### src/rtl/fifo_read_ctrl_param_if.sv
// Read-port bundle of the async FIFO read controller: consumer handshake, synchronised
// write pointer in, read pointers/flags out. RD_UNDERFLOW_CNT_EN adds underflow_cnt.
interface fifo_read_ctrl_param_if #(
   parameter int ADDR_W = 4
);
   logic              enable_rd;
   logic [ADDR_W:0]   wr_ptr_gray_s;
   logic              underflow_clr;
   logic              enable_rd_out;
   logic [ADDR_W:0]   rd_ptr;
   logic [ADDR_W-1:0] b_rd_ptr;
   logic              MSB_rd_ptr;
   logic [ADDR_W:0]   rd_ptr_gray;
   logic              f_empty;
   logic              f_aempty;
   logic [ADDR_W:0]   rd_count;
   logic              underflow;
`ifdef RD_UNDERFLOW_CNT_EN
   logic [7:0]        underflow_cnt;
`endif

   // Controller side.
   modport slave (
      input  enable_rd, wr_ptr_gray_s, underflow_clr,
      output enable_rd_out, rd_ptr, b_rd_ptr, MSB_rd_ptr, rd_ptr_gray,
             f_empty, f_aempty, rd_count, underflow
`ifdef RD_UNDERFLOW_CNT_EN
      , output underflow_cnt
`endif
   );

   // Consumer / pointer-source side.
   modport master (
      output enable_rd, wr_ptr_gray_s, underflow_clr,
      input  enable_rd_out, rd_ptr, b_rd_ptr, MSB_rd_ptr, rd_ptr_gray,
             f_empty, f_aempty, rd_count, underflow
`ifdef RD_UNDERFLOW_CNT_EN
      , input underflow_cnt
`endif
   );
endinterface

### src/rtl/fifo_read_ctrl_param.sv
// Async FIFO read-side controller: read qualification, binary/Gray read pointers, registered
// empty/almost-empty/count flags and sticky underflow. RD_UNDERFLOW_CNT_EN adds underflow_cnt.
module fifo_read_ctrl_param #(
   parameter int ADDR_W    = 4,
   parameter int AEMPTY_TH = 2
) (
   input logic                   rd_clk,
   input logic                   reset_n,
   fifo_read_ctrl_param_if.slave bus
);
   localparam int               PTR_W      = ADDR_W + 1;
   localparam logic [PTR_W-1:0] AEMPTY_LIM = PTR_W'(AEMPTY_TH);

   logic [PTR_W-1:0] rd_ptr_q, rd_ptr_d;
   logic [PTR_W-1:0] rd_gray_q, rd_gray_d;
   logic [PTR_W-1:0] count_q, count_d;
   logic [PTR_W-1:0] wr_bin;
   logic             f_empty_q, f_empty_d;
   logic             f_aempty_q, f_aempty_d;
   logic             underflow_q, underflow_d;
   logic             rd_fire, rd_starved;

   // Flags are registered, so a read is only ever qualified against last cycle's empty.
   assign rd_fire    = bus.enable_rd & ~f_empty_q;
   assign rd_starved = bus.enable_rd &  f_empty_q;

   assign rd_ptr_d   = rd_ptr_q + PTR_W'(rd_fire);
   assign rd_gray_d  = rd_ptr_d ^ (rd_ptr_d >> 1);
   assign f_empty_d  = (rd_gray_d == bus.wr_ptr_gray_s);
   assign count_d    = wr_bin - rd_ptr_d;
   assign f_aempty_d = (count_d <= AEMPTY_LIM);

   // Gray-to-binary: each binary bit is the XOR of all Gray bits at or above it.
   always_comb begin
      // NOTE: every always_comb output gets a default first, so no path can infer a latch.
      wr_bin = '0;
      for (int i = 0; i < PTR_W; i++) begin
         wr_bin[i] = ^(bus.wr_ptr_gray_s >> i);
      end
   end

   always_comb begin
      underflow_d = underflow_q;
      if (rd_starved) begin
         underflow_d = 1'b1;
      end else if (bus.underflow_clr) begin
         underflow_d = 1'b0;
      end
   end

   // NOTE: state registers use non-blocking assignments so all flops sample the same edge.
   always_ff @(posedge rd_clk or negedge reset_n) begin
      if (!reset_n) begin
         rd_ptr_q    <= '0;
         rd_gray_q   <= '0;
         count_q     <= '0;
         f_empty_q   <= 1'b1;
         f_aempty_q  <= 1'b1;
         underflow_q <= 1'b0;
      end else begin
         rd_ptr_q    <= rd_ptr_d;
         rd_gray_q   <= rd_gray_d;
         count_q     <= count_d;
         f_empty_q   <= f_empty_d;
         f_aempty_q  <= f_aempty_d;
         underflow_q <= underflow_d;
      end
   end

   assign bus.enable_rd_out = rd_fire;
   assign bus.rd_ptr        = rd_ptr_q;
   assign bus.b_rd_ptr      = rd_ptr_q[ADDR_W-1:0];
   assign bus.MSB_rd_ptr    = rd_ptr_q[ADDR_W];
   assign bus.rd_ptr_gray   = rd_gray_q;
   assign bus.f_empty       = f_empty_q;
   assign bus.f_aempty      = f_aempty_q;
   assign bus.rd_count      = count_q;
   assign bus.underflow     = underflow_q;

`ifdef RD_UNDERFLOW_CNT_EN
   logic [7:0] ucnt_q, ucnt_d;

   // A starved request always beats a clear; at 255 the count simply holds.
   always_comb begin
      ucnt_d = ucnt_q;
      if (rd_starved) begin
         if (ucnt_q != 8'hFF) ucnt_d = ucnt_q + 8'd1;
      end else if (bus.underflow_clr) begin
         ucnt_d = '0;
      end
   end

   always_ff @(posedge rd_clk or negedge reset_n) begin
      if (!reset_n) ucnt_q <= '0;
      else          ucnt_q <= ucnt_d;
   end

   assign bus.underflow_cnt = ucnt_q;
`endif
endmodule

### src/flat_wrapper.sv
// flat-port wrapper written by rule: the top's interface ports become plain ports
module fifo_read_ctrl_param_flat 
#(
   parameter int ADDR_W    = 4,
   parameter int AEMPTY_TH = 2
)
  (rd_clk, reset_n, bus_enable_rd, bus_wr_ptr_gray_s, bus_underflow_clr, bus_enable_rd_out, bus_rd_ptr, bus_b_rd_ptr, bus_MSB_rd_ptr, bus_rd_ptr_gray, bus_f_empty, bus_f_aempty, bus_rd_count, bus_underflow);
  fifo_read_ctrl_param_if #(.ADDR_W(ADDR_W)) bus_i ();
  input logic rd_clk;
  input logic reset_n;
  input wire logic [$bits(bus_i.enable_rd)-1:0] bus_enable_rd;
  input wire logic [$bits(bus_i.wr_ptr_gray_s)-1:0] bus_wr_ptr_gray_s;
  input wire logic [$bits(bus_i.underflow_clr)-1:0] bus_underflow_clr;
  output wire logic [$bits(bus_i.enable_rd_out)-1:0] bus_enable_rd_out;
  output wire logic [$bits(bus_i.rd_ptr)-1:0] bus_rd_ptr;
  output wire logic [$bits(bus_i.b_rd_ptr)-1:0] bus_b_rd_ptr;
  output wire logic [$bits(bus_i.MSB_rd_ptr)-1:0] bus_MSB_rd_ptr;
  output wire logic [$bits(bus_i.rd_ptr_gray)-1:0] bus_rd_ptr_gray;
  output wire logic [$bits(bus_i.f_empty)-1:0] bus_f_empty;
  output wire logic [$bits(bus_i.f_aempty)-1:0] bus_f_aempty;
  output wire logic [$bits(bus_i.rd_count)-1:0] bus_rd_count;
  output wire logic [$bits(bus_i.underflow)-1:0] bus_underflow;
  assign bus_i.enable_rd = bus_enable_rd;
  assign bus_i.wr_ptr_gray_s = bus_wr_ptr_gray_s;
  assign bus_i.underflow_clr = bus_underflow_clr;
  assign bus_enable_rd_out = bus_i.enable_rd_out;
  assign bus_rd_ptr = bus_i.rd_ptr;
  assign bus_b_rd_ptr = bus_i.b_rd_ptr;
  assign bus_MSB_rd_ptr = bus_i.MSB_rd_ptr;
  assign bus_rd_ptr_gray = bus_i.rd_ptr_gray;
  assign bus_f_empty = bus_i.f_empty;
  assign bus_f_aempty = bus_i.f_aempty;
  assign bus_rd_count = bus_i.rd_count;
  assign bus_underflow = bus_i.underflow;
  fifo_read_ctrl_param #(.ADDR_W(ADDR_W), .AEMPTY_TH(AEMPTY_TH)) u_core (.rd_clk(rd_clk), .reset_n(reset_n), .bus(bus_i));
endmodule
### config.mk
export PLATFORM = sky130hd
export DESIGN_NAME = fifo_read_ctrl_param_flat
export DESIGN_NICKNAME = d
export VERILOG_FILES = /design/src/rtl/fifo_read_ctrl_param_if.sv /design/src/rtl/fifo_read_ctrl_param.sv /design/src/flat_wrapper.sv
export SDC_FILE = /design/constraint.sdc
export NUM_CORES = 1
export LEC_CHECK = 0
export CORE_ASPECT_RATIO = 0.8
export CORE_MARGIN = 1.5
export CORE_UTILIZATION = 30
export DETAILED_ROUTE_END_ITERATION = 8
export GPL_TIMING_DRIVEN = 0
export PLACE_DENSITY_LB_ADDON = 0.05
export SLEW_MARGIN = 20
export SYNTH_ARGS = -nofsm -noshare
export SYNTH_HDL_FRONTEND = slang
export SYNTH_SLANG_ARGS = --single-unit
### constraint.sdc
create_clock -name rd_clk -period 7.7 [get_ports rd_clk]
set_clock_uncertainty 0.05 [all_clocks]
set_input_delay 2.31 -clock rd_clk [delete_from_list [all_inputs] [get_ports rd_clk]]
set_output_delay 2.31 -clock rd_clk [all_outputs]
set_load 0.005 [all_outputs]
==> results.json, run 1 <==
{
  "synth.top_cell.area_share": 0.3891,
  "cp_max_fo": 2,
  "vias": 675,
  "drive_gt1_frac": 0.1833,
  "synth.area.top_cells": "dfrtp_1 (39%), xor2_1 (9.1%), xnor2_1 (8.2%)",
  "rr_worst_depth": 11,
  "die_area_um2": 3567,
  "path_class": "in2out",
  "cts_setup_buffers": 0,
  "outcome": "finished clean",
  "max-slew-margin-rel": 0.4977,
  "end_kind": "output port",
  "avgSynthCellArea_um2": 11.35,
  "p_per_area_nw_per_um2": 478.1,
  "period_share": 0.7595,
  "viasPerCell": 4.219,
  "numPortBuffers": 31,
  "die_x_um": 66.40,
  "drc": 0,
  "layout_commonest_cell": "clkdlybuf4s50_1",
  "grt_pass1_wl_mm": 3.042,
  "placed_area_um2": 1325,
  "yosys_warnings": 0,
  "min_path_cells": 2,
  "post-dp-hpwl_mm": 1.464,
  "min_path_type": "reg2reg",
  "h-tree-depth": 1,
  "seq_area_frac_synth": 0.4436,
  "initialDrtViolationCount": 9,
  "cp-start-kind": "input port",
  "clock-root-buffer": "clkbuf_8",
  "cts_hold_buffers": 0,
  "fillCellCount": 291,
  "synth_top_cell_by_area": "dfrtp_1",
  "grtUsageTotal": 0.1179,
  "vdd_drop_max_mv": 0.1596,
  "drv_cap": 0,
  "rsz0062_at_grt": "false",
  "syn_area_um2": 964.7,
  "period_minus_slack_ps": 5848,
  "ys_ff_latch": 17,
  "antenna_found_initial": 0,
  "grt_pass1_vias": 671,
  "cts_max_path_buffers": 2,
  "setup_viol": 0,
  "final_cell_mix": "clkdlybuf4s50_1 (31), dfrtp_1 (15), xor2_1 (10)",
  "initial_core_util": 0.3127,
  "die_h_um": 53.72,
  "ant_nets": 0,
  "leakage_nw": 0.5896,
  "routed_wl_mm": 1.819,
  "synthToLayoutAreaGrowth_pct": 42.02,
  "synth_cells": 85,
  "nets": 135,
  "pin_count": 33,
  "multiInputGateArea_um2": 460.4,
  "tightest_slew_ps": 751.1,
  "arrival_ps": 3490,
  "cts_resized": 0,
  "grt-ovfl-total": 0,
  "critPathRequiredTime_ps": 5340,
  "synth_cell_types": 28,
  "drt_pass1_iterations": 2,
  "syn-num-nets": 99,
  "numCtsBuffers": 3,
  "finalHoldViolations": 0,
  "gp_congestion": 0.6656,
  "grt_max_degree": 18,
  "clock_sinks": 17,
  "fp.coreArea_um2": 3085,
  "ff_latch_area_um2": 427.9,
  "clk_pin_slew_worst_paths_ps": 60,
  "fmax_mhz": 171.0,
  "num_rows": 18,
  "cts_tree": "yes",
  "final_area_um2": 1370,
  "fin_setup_tns_ps": 0,
  "clkLatencyLatePin_ps": 250,
  "wl_per_cell_um": 11.37,
  "final-max-slew-violation-count": 0,
  "diodes": 0
}
-- registers in the layout (all words and copies together) (netlist names) --
| name | flops |
|---|---|
| u_core.bus.rd_ptr_gray | 5 |
| u_core.bus.rd_ptr | 4 |
| u_core.bus.f_aempty | 1 |
| u_core.bus.f_empty | 1 |
| u_core.bus.rd_count | 5 |
| u_core.bus.underflow | 1 |
-- worst max-delay path: stages --
cell             delay [ps]
clkdlybuf4s50_1         480
nor2b_1                 180
clkdlybuf4s50_1         520
-- cells by family after synthesis --
| kind of cell | share of synthesized area |
|---|---|
| fa+ha+maj | 0.06485 |
| buf+inv | 0.07910 |
| flops | 0.4436 |
| simple gates | 0.09598 |
| compound gates | 0.07652 |
| xor+xnor | 0.2399 |
-- path summary, 6_finish.rpt --
check                           slack (ps)                from                      to
min in group asynchronous             2450             reset_n    u_core.bus.rd_ptr[2]
worst max register to register        4890  u_core.bus.f_empty     u_core.bus.f_aempty
worst min-delay path                   500  u_core.bus.f_empty    u_core.bus.underflow
worst min register to register         500  u_core.bus.f_empty    u_core.bus.underflow
worst max-delay path                  1850       bus_enable_rd       bus_enable_rd_out
max in group asynchronous             4680             reset_n  u_core.bus.rd_count[3]
-- report_power, final --
group / switching [mW] / leakage, nW / total [mW] / internal [mW]
logic: 0.185 / 0.368 / 0.424 / 0.240
registers: 0.0250 / 0.199 / 0.164 / 0.139
clock network: 0.0296 / 0.0228 / 0.0663 / 0.0367
-- through the flow --
| stage | instances | setup WS, ps | hold slack [ps] | total power, mW | utilization |
|---|---|---|---|---|---|
| after floorplan | 85 | 2861 | 463.8 | 0.4268 | - |
| after global placement | 156 | 1859 | 461.7 | 0.5936 | 0.4294 |
| after detailed placement | 156 | 1848 | 509.5 | 0.5986 | 0.4294 |
| after CTS | 160 | 1840 | 519.0 | 0.6683 | 0.4440 |
| after global routing | 160 | 1773 | 552.6 | 0.7239 | 0.4440 |
| final | 160 | 1852 | 503.4 | 0.6550 | 0.4440 |
-- metal layers --
layer | track usage | up-vias | wire length (um)
met5 | 0 | - | 0
met4 | 0.04082 | 0 | 19
met3 | 0.04184 | 2 | 86
met2 | 0.1783 | 19 | 793
met1 | 0.1573 | 315 | 920
li1 | - | 339 | -
-- final cells by class --
| type | count | area share |
|---|---|---|
| Buffer | 8 | 0.03927 |
| Clock buffer | 4 | 0.03288 |
| Sequential cell | 17 | 0.3123 |
| Inverter | 6 | 0.01644 |
| Tap cell | 40 | 0.03653 |
| Multi-Input combinational cell | 54 | 0.3361 |
| Timing Repair Buffer | 31 | 0.2265 |
-- cells in the mapped netlist --
cell / number
dfrtp_1: 15
ha_1: 5
o2111a_1: 1
or2_2: 1
and3_1: 2
o21bai_1: 1
nand3_1: 3
nand2_1: 5
or3_4: 1
xnor2_2: 2
nor3_1: 1
nor2b_1: 1
o21ai_0: 3
buf_2: 1
nor2_1: 1
and2_2: 1
clkbuf_1: 1
a221oi_2: 1
a31o_2: 1
inv_1: 6
dfstp_2: 2
xor2_1: 10
xnor2_1: 9
a21boi_0: 1
xor2_2: 2
nand4_1: 1
buf_4: 6
a21oi_2: 1
(Power assumes the default switching activity.)
==> run 2, diff against run 1 <==
==> constraint.sdc (replaced) <==
create_clock -name rd_clk -period 5.14 [get_ports rd_clk]
set_clock_uncertainty 0.05 [all_clocks]
set_input_delay 1.542 -clock rd_clk [delete_from_list [all_inputs] [get_ports rd_clk]]
set_output_delay 1.542 -clock rd_clk [all_outputs]
set_load 0.005 [all_outputs]
==> results of run 2 <==
Same layout as run 1 (identical final DEF). Status: finished clean.
Among the figures that moved: setup slack after placement 1848 ps -> 707.2 ps; setup slack after layout 1852 ps -> 827.5 ps; register-to-register setup slack 4890 ps -> 2330 ps; total power 0.6550 mW -> 0.9812 mW; worst IR drop on VDD 0.1596 mV -> 0.2390 mV
